$ cat src/rtl/dph_fork_arbiter.sv
// Purpose : round-robin fork arbiter for N dining philosophers; grants both adjacent forks atomically.
// Latency : req sampled at edge k -> WAIT; earliest grant (eat/grant_pulse high) at edge k+1; done frees forks after one edge.
// Backpr. : none; req is a level that may be withdrawn while waiting, done is a one-cycle pulse honoured only in EAT.
//
// Ports:
//   clk          rising-edge clock
//   reset        synchronous, active-high; every register returns to its idle value
//   req[N]       philosopher i hungry (level)
//   done[N]      philosopher i finished eating (pulse, ignored outside EAT)
//   eat[N]       philosopher i holds both of its forks (registered)
//   grant_pulse  one cycle high on the first eat cycle (registered)
//   fork_busy    fork j held by an eating neighbour (registered)
//   rr_ptr       highest-priority philosopher for the next scan (registered)
//
// Build option: define DPH_AGING_EN for per-philosopher wait counters, urgent-first
// arbitration and fork reservation, which bounds the wait of every philosopher.
module dph_fork_arbiter #(
    parameter int N        = 5,
    parameter int MAX_WAIT = 12,
    parameter int CW       = 4
) (
    input  logic         clk,
    input  logic         reset,
    input  logic [N-1:0] req,
    input  logic [N-1:0] done,
    output logic [N-1:0] eat,
    output logic [N-1:0] grant_pulse,
    output logic [N-1:0] fork_busy,
    output logic [2:0]   rr_ptr
);

    localparam logic [1:0] ST_THINK = 2'd0;
    localparam logic [1:0] ST_WAIT  = 2'd1;
    localparam logic [1:0] ST_EAT   = 2'd2;

    logic [N-1:0][1:0] st;
    logic [N-1:0][1:0] st_nxt;
    logic [N-1:0]      cand;
    logic [N-1:0]      urgent;
    logic [N-1:0]      grant;
    logic [N-1:0]      claimed;
    logic [N-1:0]      blocked;
    logic [N-1:0]      eat_nxt;
    logic [N-1:0]      fork_nxt;
    logic [2:0]        rr_nxt;
    int                last_off;

    // Index arithmetic never exceeds 2N-1, so a single conditional subtract suffices.
    function automatic int wrap(input int v);
        return (v >= N) ? v - N : v;
    endfunction

    // A waiting philosopher that drops req this cycle is not a candidate: withdrawal beats grant.
    always_comb begin
        for (int i = 0; i < N; i++) begin
            cand[i] = (st[i] == ST_WAIT) && req[i];
        end
    end

`ifdef DPH_AGING_EN
    logic [N-1:0][CW-1:0] wait_cnt;

    // Counts cycles spent continuously in WAIT; saturates, clears whenever WAIT is left.
    always_ff @(posedge clk) begin
        if (reset) begin
            wait_cnt <= '0;
        end else begin
            for (int i = 0; i < N; i++) begin
                if (st[i] == ST_WAIT && st_nxt[i] == ST_WAIT) begin
                    if (wait_cnt[i] != {CW{1'b1}}) begin
                        wait_cnt[i] <= wait_cnt[i] + CW'(1);
                    end
                end else begin
                    wait_cnt[i] <= '0;
                end
            end
        end
    end

    always_comb begin
        for (int i = 0; i < N; i++) begin
            urgent[i] = (st[i] == ST_WAIT) && (wait_cnt[i] >= CW'(MAX_WAIT));
        end
    end
`else
    assign urgent = '0;

    logic unused_cfg;
    assign unused_cfg = ^{MAX_WAIT[0], CW[0]};
`endif

    // Arbitration against the registered fork_busy, so forks freed by done this cycle
    // stay unavailable until the next one. Pass 1 only sees urgent philosophers (none
    // without aging); forks of urgent philosophers it could not serve are reserved
    // so pass 2 cannot keep stealing them.
    always_comb begin
        int idx;
        int rgt;
        idx      = 0;
        rgt      = 0;
        claimed  = fork_busy;
        grant    = '0;
        last_off = -1;

        for (int off = 0; off < N; off++) begin
            idx = wrap(int'(rr_ptr) + off);
            rgt = wrap(idx + 1);
            if (cand[idx] && urgent[idx] && !claimed[idx] && !claimed[rgt]) begin
                grant[idx]   = 1'b1;
                claimed[idx] = 1'b1;
                claimed[rgt] = 1'b1;
                last_off     = off;
            end
        end

        blocked = claimed;
        for (int i = 0; i < N; i++) begin
            if (cand[i] && urgent[i] && !grant[i]) begin
                blocked[i]          = 1'b1;
                blocked[wrap(i + 1)] = 1'b1;
            end
        end

        for (int off = 0; off < N; off++) begin
            idx = wrap(int'(rr_ptr) + off);
            rgt = wrap(idx + 1);
            if (cand[idx] && !urgent[idx] && !blocked[idx] && !blocked[rgt]) begin
                grant[idx]   = 1'b1;
                blocked[idx] = 1'b1;
                blocked[rgt] = 1'b1;
                if (off > last_off) begin
                    last_off = off;
                end
            end
        end
    end

    // Priority moves just past the grant that came last in scan order.
    always_comb begin
        rr_nxt = rr_ptr;
        if (last_off >= 0) begin
            rr_nxt = 3'(wrap(int'(rr_ptr) + last_off + 1));
        end
    end

    always_comb begin
        for (int i = 0; i < N; i++) begin
            st_nxt[i] = st[i];
            case (st[i])
                ST_THINK: if (req[i]) st_nxt[i] = ST_WAIT;
                ST_WAIT: begin
                    if (!req[i])       st_nxt[i] = ST_THINK;
                    else if (grant[i]) st_nxt[i] = ST_EAT;
                end
                ST_EAT:   if (done[i]) st_nxt[i] = ST_THINK;
                default:  st_nxt[i] = ST_THINK;
            endcase
        end
    end

    // Fork j is used by philosopher j (left) and philosopher j-1 (right).
    always_comb begin
        for (int i = 0; i < N; i++) begin
            eat_nxt[i] = (st_nxt[i] == ST_EAT);
        end
        for (int j = 0; j < N; j++) begin
            fork_nxt[j] = eat_nxt[j] | eat_nxt[wrap(j + N - 1)];
        end
    end

    always_ff @(posedge clk) begin
        if (reset) begin
            st          <= {N{ST_THINK}};
            eat         <= '0;
            grant_pulse <= '0;
            fork_busy   <= '0;
            rr_ptr      <= '0;
        end else begin
            st          <= st_nxt;
            eat         <= eat_nxt;
            grant_pulse <= grant;
            fork_busy   <= fork_nxt;
            rr_ptr      <= rr_nxt;
        end
    end

endmodule

$ cat config.mk
export PLATFORM = sky130hd
export DESIGN_NAME = dph_fork_arbiter
export DESIGN_NICKNAME = d
export VERILOG_FILES = /design/src/rtl/dph_fork_arbiter.sv
export SDC_FILE = /design/constraint.sdc
export NUM_CORES = 1
export LEC_CHECK = 0
export ABC_AREA = 0
export CORE_ASPECT_RATIO = 1.5
export CORE_MARGIN = 4
export CORE_UTILIZATION = 40
export DETAILED_ROUTE_END_ITERATION = 12
export GPL_TIMING_DRIVEN = 0
export PLACE_DENSITY_LB_ADDON = 0.05
export SYNTH_ARGS = -nofsm -noshare
export SYNTH_HDL_FRONTEND = slang
export SYNTH_SLANG_ARGS = --single-unit
$ cat constraint.sdc
create_clock -name clk -period 14.3 [get_ports clk]
set_input_delay 1.43 -clock clk [delete_from_list [all_inputs] [get_ports clk]]
set_output_delay 1.43 -clock clk [all_outputs]
set_load 0.03 [all_outputs]
======== Yosys cells after proc, flatten, opt, wreduce, memory -nomap -nowiden ========
Memories as Yosys holds them, arrays and structs flattened.
Cells that the tools add are included.
cells by class
  reduce and logical (&&, ||, !) cells .... 75
  div/mod/pow operators ................... 0
  multiplexer cells ....................... 175
  bitwise operators ....................... 32
  equality and inequality tests ........... 15
  $mul .................................... 0
  add/sub/neg operators ................... 22
  shift-type cells ........................ 0
  order comparisons ....................... 37
operators with widths
  operator               number
  $mux 32                25
  $ge 32x1->1 const B    11
  $lt 32x5->1 const B    10
  $add 32x2->32 const B  6
  $ge 32x4->1 const B    6
  $sub 32x4->32 const B  5
  $or 5x5->5             27
  $mux 5                 19
  $bmux 1 s3             25
  $mux 1                 70
  $gt 3x32->1 const A    2
  $logic_and 1x1->1      45
  $mux 2                 20
  $add 4x32->32          1
  $gt 1x32->1 const A    1
  $gt 2x32->1 const A    1
  $gt 4x32->1 const A    1
  $demux 1 s3            10
  $pmux 2 s3             5
  $logic_not 1->1        25
  $eq 2x2->1 const B     10
  $sub 4x3->5 const B    4
  $ge 4x3->1 const B     4
  $eq 2x1->1 const B     5
  9 further kinds        18
storage, ports and cells
  memories kept ........................... 5
  register bits ........................... 28
  input bits .............................. 12
  bits in latches ......................... 0
  RAM bits ................................ 0
  bits in read-only memories .............. 40
  logic and storage cells ................. 370
memory list
  name              depth  bits a word  read ports  clocked after memory_dff  wr ports  line  RTL
  (name not given)  8      1            1           0                         0         127   if (cand[idx] && !urgent[idx] && !blocked[idx] && !blocked[rgt]) begin
  (name not given)  8      1            1           0                         0         127
  (name not given)  8      1            1           0                         0         127
  (name not given)  8      1            1           0                         0         127
  (name not given)  8      1            1           0                         0         127

======== Logic depth before layout (Yosys ltp) ========
  depth after elaboration ................. 79
  depth in mapped cells ................... 43

======== Least setup slack after synthesis ========
No wires, ideal clock.
  path type ............................... register to register
  start ................................... register rr_ptr[2]
  end ..................................... register rr_ptr[2]
  stages on the path, launching flop included .. 42
  slack ................................... 4.410 ns
  data arrival time ....................... 9.819 ns
  required time ........................... 14.230 ns
  buffers on the path ..................... 6
  library setup time ...................... 0.070 ns
  path through ............................ dfxtp_1 > buf_2 > clkbuf_1 > clkbuf_1 > inv_1 > ha_1 > a211oi_1 > mux2i_1 > clkbuf_1 > ha_1 > clkbuf_1 > nand3b_1 > or2_2 > ha_1 > nand4b_1 > nor4b_1 > o2111ai_1 > a221oi_1 > [6 not listed] > a21o_1 > a311oi_2 > a311oi_2 > or4_1 > o21ai_0 > ha_1 > inv_1 > fa_1 > a21oi_1 > or3_1 > ha_1 > nand4b_1 > nor4_1 > a31oi_1 > a21oi_1 > a31oi_1 > o21ai_0 > a21oi_1
between the ends
  word-level cells in the longest chain between the ends .. 78
  elaborated cells on any way between the ends .. 287
  those cells by class .................... add/sub: 22; order compare: 37; mux: 140; bitwise: 18; reduce/logical: 65; memory: 5
RTL lines
  item                                                                    line  RTL
  from (decl)                                                             29    output logic [2:0] rr_ptr
  from (signal assigned)                                                  183   rr_ptr <= rr_nxt;
  parallel branches: the longest is 78 deep, another holds $add 32x2->32  --
Parallel ways; which one is timed is not known. The select of a mux whose other input is x is not followed.
A chain may end at the register's enable or synchronous reset.

======== Worst setup path after layout ========
Same ends and word-level chain as after synthesis.

==> run_results.csv <==
group,metric,value,unit
clock_network,root_buffer,"clkbuf_16",
cells_and_area,nNetsFinal,1007,
worst_setup_path,cpPeakStageDelay,790,ps
cells_and_area,antenna_cells,0,
clock_network,cts-resized-gates,0,
clock_network,insertion_delay,260,ps
sta,slew_violations,0,
worst_setup_path,start_kind,"register",
yosys,synth_area_leader_cell,"ha_1",
route,drt_iter0_markers,615,
yosys,synth_common_cells,"nor2_1 (77), nand2_1 (75), ha_1 (67)",
sta,fin_crit_sh,88.7,%
sta,rsz0062_at_grt,"false",
floorplan,ios,30,
yosys,synth_cell_type_count,98,
worst_setup_path,cp.required,14490,ps
sta,worst_slew_pin_slew,1140,ps
floorplan,die_w,111,um
floorplan,core,15700,sq um
sta,hold_violations,0,
floorplan,die_area,18200,sq um
cells_and_area,drive_gt1_share,7.46,%
clock_network,cts_setup_buffers,0,
cells_and_area,fill_cells,1669,
worst_setup_path,worstSetupEndpointType,"register",
clock_network,clock_path_buffers,2,
cells_and_area,area_growth,10.2,%
yosys,yosys.cell_count.top_type,"nor2_1",
grt,grt_pass1_vias,7029,
grt,grt_start_max_net_pins,17,
clock_network,cts_buffers,3,
yosys,synth-edff-count,0,
yosys,synth_area,6420,sq um
clock_network,clk_pin_slew_worst_paths,70,ps
grt,grt_pass1_wl,37600,um
place,gp_congestion,0.944,
worst_setup_path,critPathKind,"register to register",
grt,antenna_found_initial,0,
grt,grt_overflow_total,0,
worst_setup_path,cp_max_fo,10,
place,hpwl,19400,um
route,dr.pass1.iters,5,
clock_network,h-tree-depth,1,
yosys,synth_top_area_share,13.1,%
floorplan,start_util,40.9,%
hold_path,worst_hold_path_type,"register to register",
yosys,ys_warn_count,0,
yosys,ys_async_sr_fraction,0,%
sta,max_freq,78.8,MHz
route,wl,24100,um
yosys,ys_ff_latch,28,
yosys,synth_flop_cell,"dfxtp_1",
route,ant_nets,0,
worst_setup_path,cp_slowest_cell,"nor4b_1",
route,drcViolationCount,0,
route,vias,7466,
clock_network,cts.sinks,28,
place,port_buffers,28,
status,status,"finished, final reports clean",
floorplan,row_count,56,
yosys,synth_area_leaders,"ha_1 (13%), dfxtp_1 (8.7%), nor2_1 (4.5%)",
sta,fin_skew,2.72,ps
sta,relSlewSlack,23.9,%
clock_network,cts_tree,"yes",
route,viasPerCell,6.62,
sta,setup_tns,0,ps
worst_setup_path,arrival,12880,ps
clock_network,holdBufCountCts,0,
route,route.detailed.wl_per_inst,21.4,um
grt,grt_use_total,25.3,%
sta,finalSetupViolations,0,
yosys,syn_inst,890,
yosys,ys_seq_area_share,8.73,%
job,maxCapViolCount,0,
sta,period_needed,12680,ps
floorplan,die_h,163,um
yosys,synth_area_per_cell,7.21,sq um
-- cell type report --
class                           instances  area, sq um  area share (%)
Multi-Input combinational cell        781         5540            78.3
Timing Repair Buffer                   28          280            3.96
Clock inverter                          1         30.0           0.425
Clock buffer                            3         75.1            1.06
Tap cell                              203          254            3.59
Inverter                               43          161            2.28
Buffer                                 41          173            2.44
Sequential cell                        28          561            7.93
-- cell usage in the layout, fill, tap and decap left out, types with 9 or more instances in the layout --
| master | instances |
|---|---|
| a211o_1 | 12 |
| o211a_1 | 9 |
| a21o_1 | 17 |
| nor3_1 | 26 |
| o31ai_1 | 9 |
| o21ai_0 | 51 |
| inv_1 | 41 |
| nand2_1 | 75 |
| nand2b_1 | 13 |
| o22ai_1 | 11 |
| nand4_1 | 12 |
| nor4_1 | 18 |
| o2111ai_1 | 9 |
| mux2i_1 | 10 |
| dfxtp_1 | 28 |
| or3_1 | 14 |
| ha_1 | 67 |
| nor2_1 | 77 |
| clkdlybuf4s50_1 | 28 |
| or2_2 | 21 |
| a21oi_1 | 54 |
| and2_1 | 10 |
| a211oi_1 | 11 |
| clkbuf_1 | 31 |
| a31oi_1 | 12 |
| nand3_1 | 26 |
| a22oi_1 | 10 |
| and3_1 | 9 |
-- final timing paths --
check | depth (start not counted) | to | slack (ps) | start
worst max-delay path | 40 | rr_ptr[2] | 1620 | rr_ptr[2]
worst min-delay path | 2 | st[1] | 580 | st[0]
worst max register to register | 40 | rr_ptr[2] | 1620 | rr_ptr[2]
worst min register to register | 2 | st[1] | 580 | st[0]
-- worst max-delay path: cells and delay by family (launching register included) --
family / cells / cell delay [ps]
buf+inv: 8 / 2800
mux: 1 / 590
flops: 1 / 710
simple gates: 10 / 2850
compound gates: 16 / 4150
fa+ha+maj: 5 / 1490
-- registers in the layout, indices dropped and copies added (netlist names) --
register     cells
rr_ptr           3
fork_busy        5
grant_pulse      5
eat              5
st              10
-- layer usage --
layer,part of all wire [%],track usage [%],vias up
li1,-,-,3536
met1,39,29.5,3543
met2,50,46.6,303
met3,5.6,2.56,84
met4,5.6,11.3,0
met5,0,0,-
-- cell families (layout without fill, tap and decap cells) --
group / Yosys count / count (layout) / synth area share [%]
fa+ha+maj: 69 / 69 / 13.7
compound gates: 326 / 326 / 38.4
simple gates: 358 / 358 / 30.4
other cells: 1 / 4 / 0.0584
flops: 28 / 28 / 8.73
buf+inv: 84 / 116 / 5.21
mux: 13 / 13 / 2.09
xor+xnor: 11 / 11 / 1.50
-- metrics by stage --
| step | util (%) | area (sq um) | setup slack, ps | hold slack, ps | cells |
|---|---|---|---|---|---|
| global route | 45.0 | 7070 | 718 | 606 | 1128 |
| finish | 45.0 | 7070 | 1620 | 583 | 1128 |
| floorplan | - | 6430 | 4410 | 538 | 893 |
| detailed placement | 44.4 | 6960 | 1870 | 574 | 1124 |
| global placement | 44.4 | 6960 | 2030 | 552 | 1124 |
| CTS | 45.0 | 7070 | 1800 | 582 | 1128 |
Power is not shown: default switching activity piles up to over one toggle a cycle in this logic, so the estimate is an artifact.
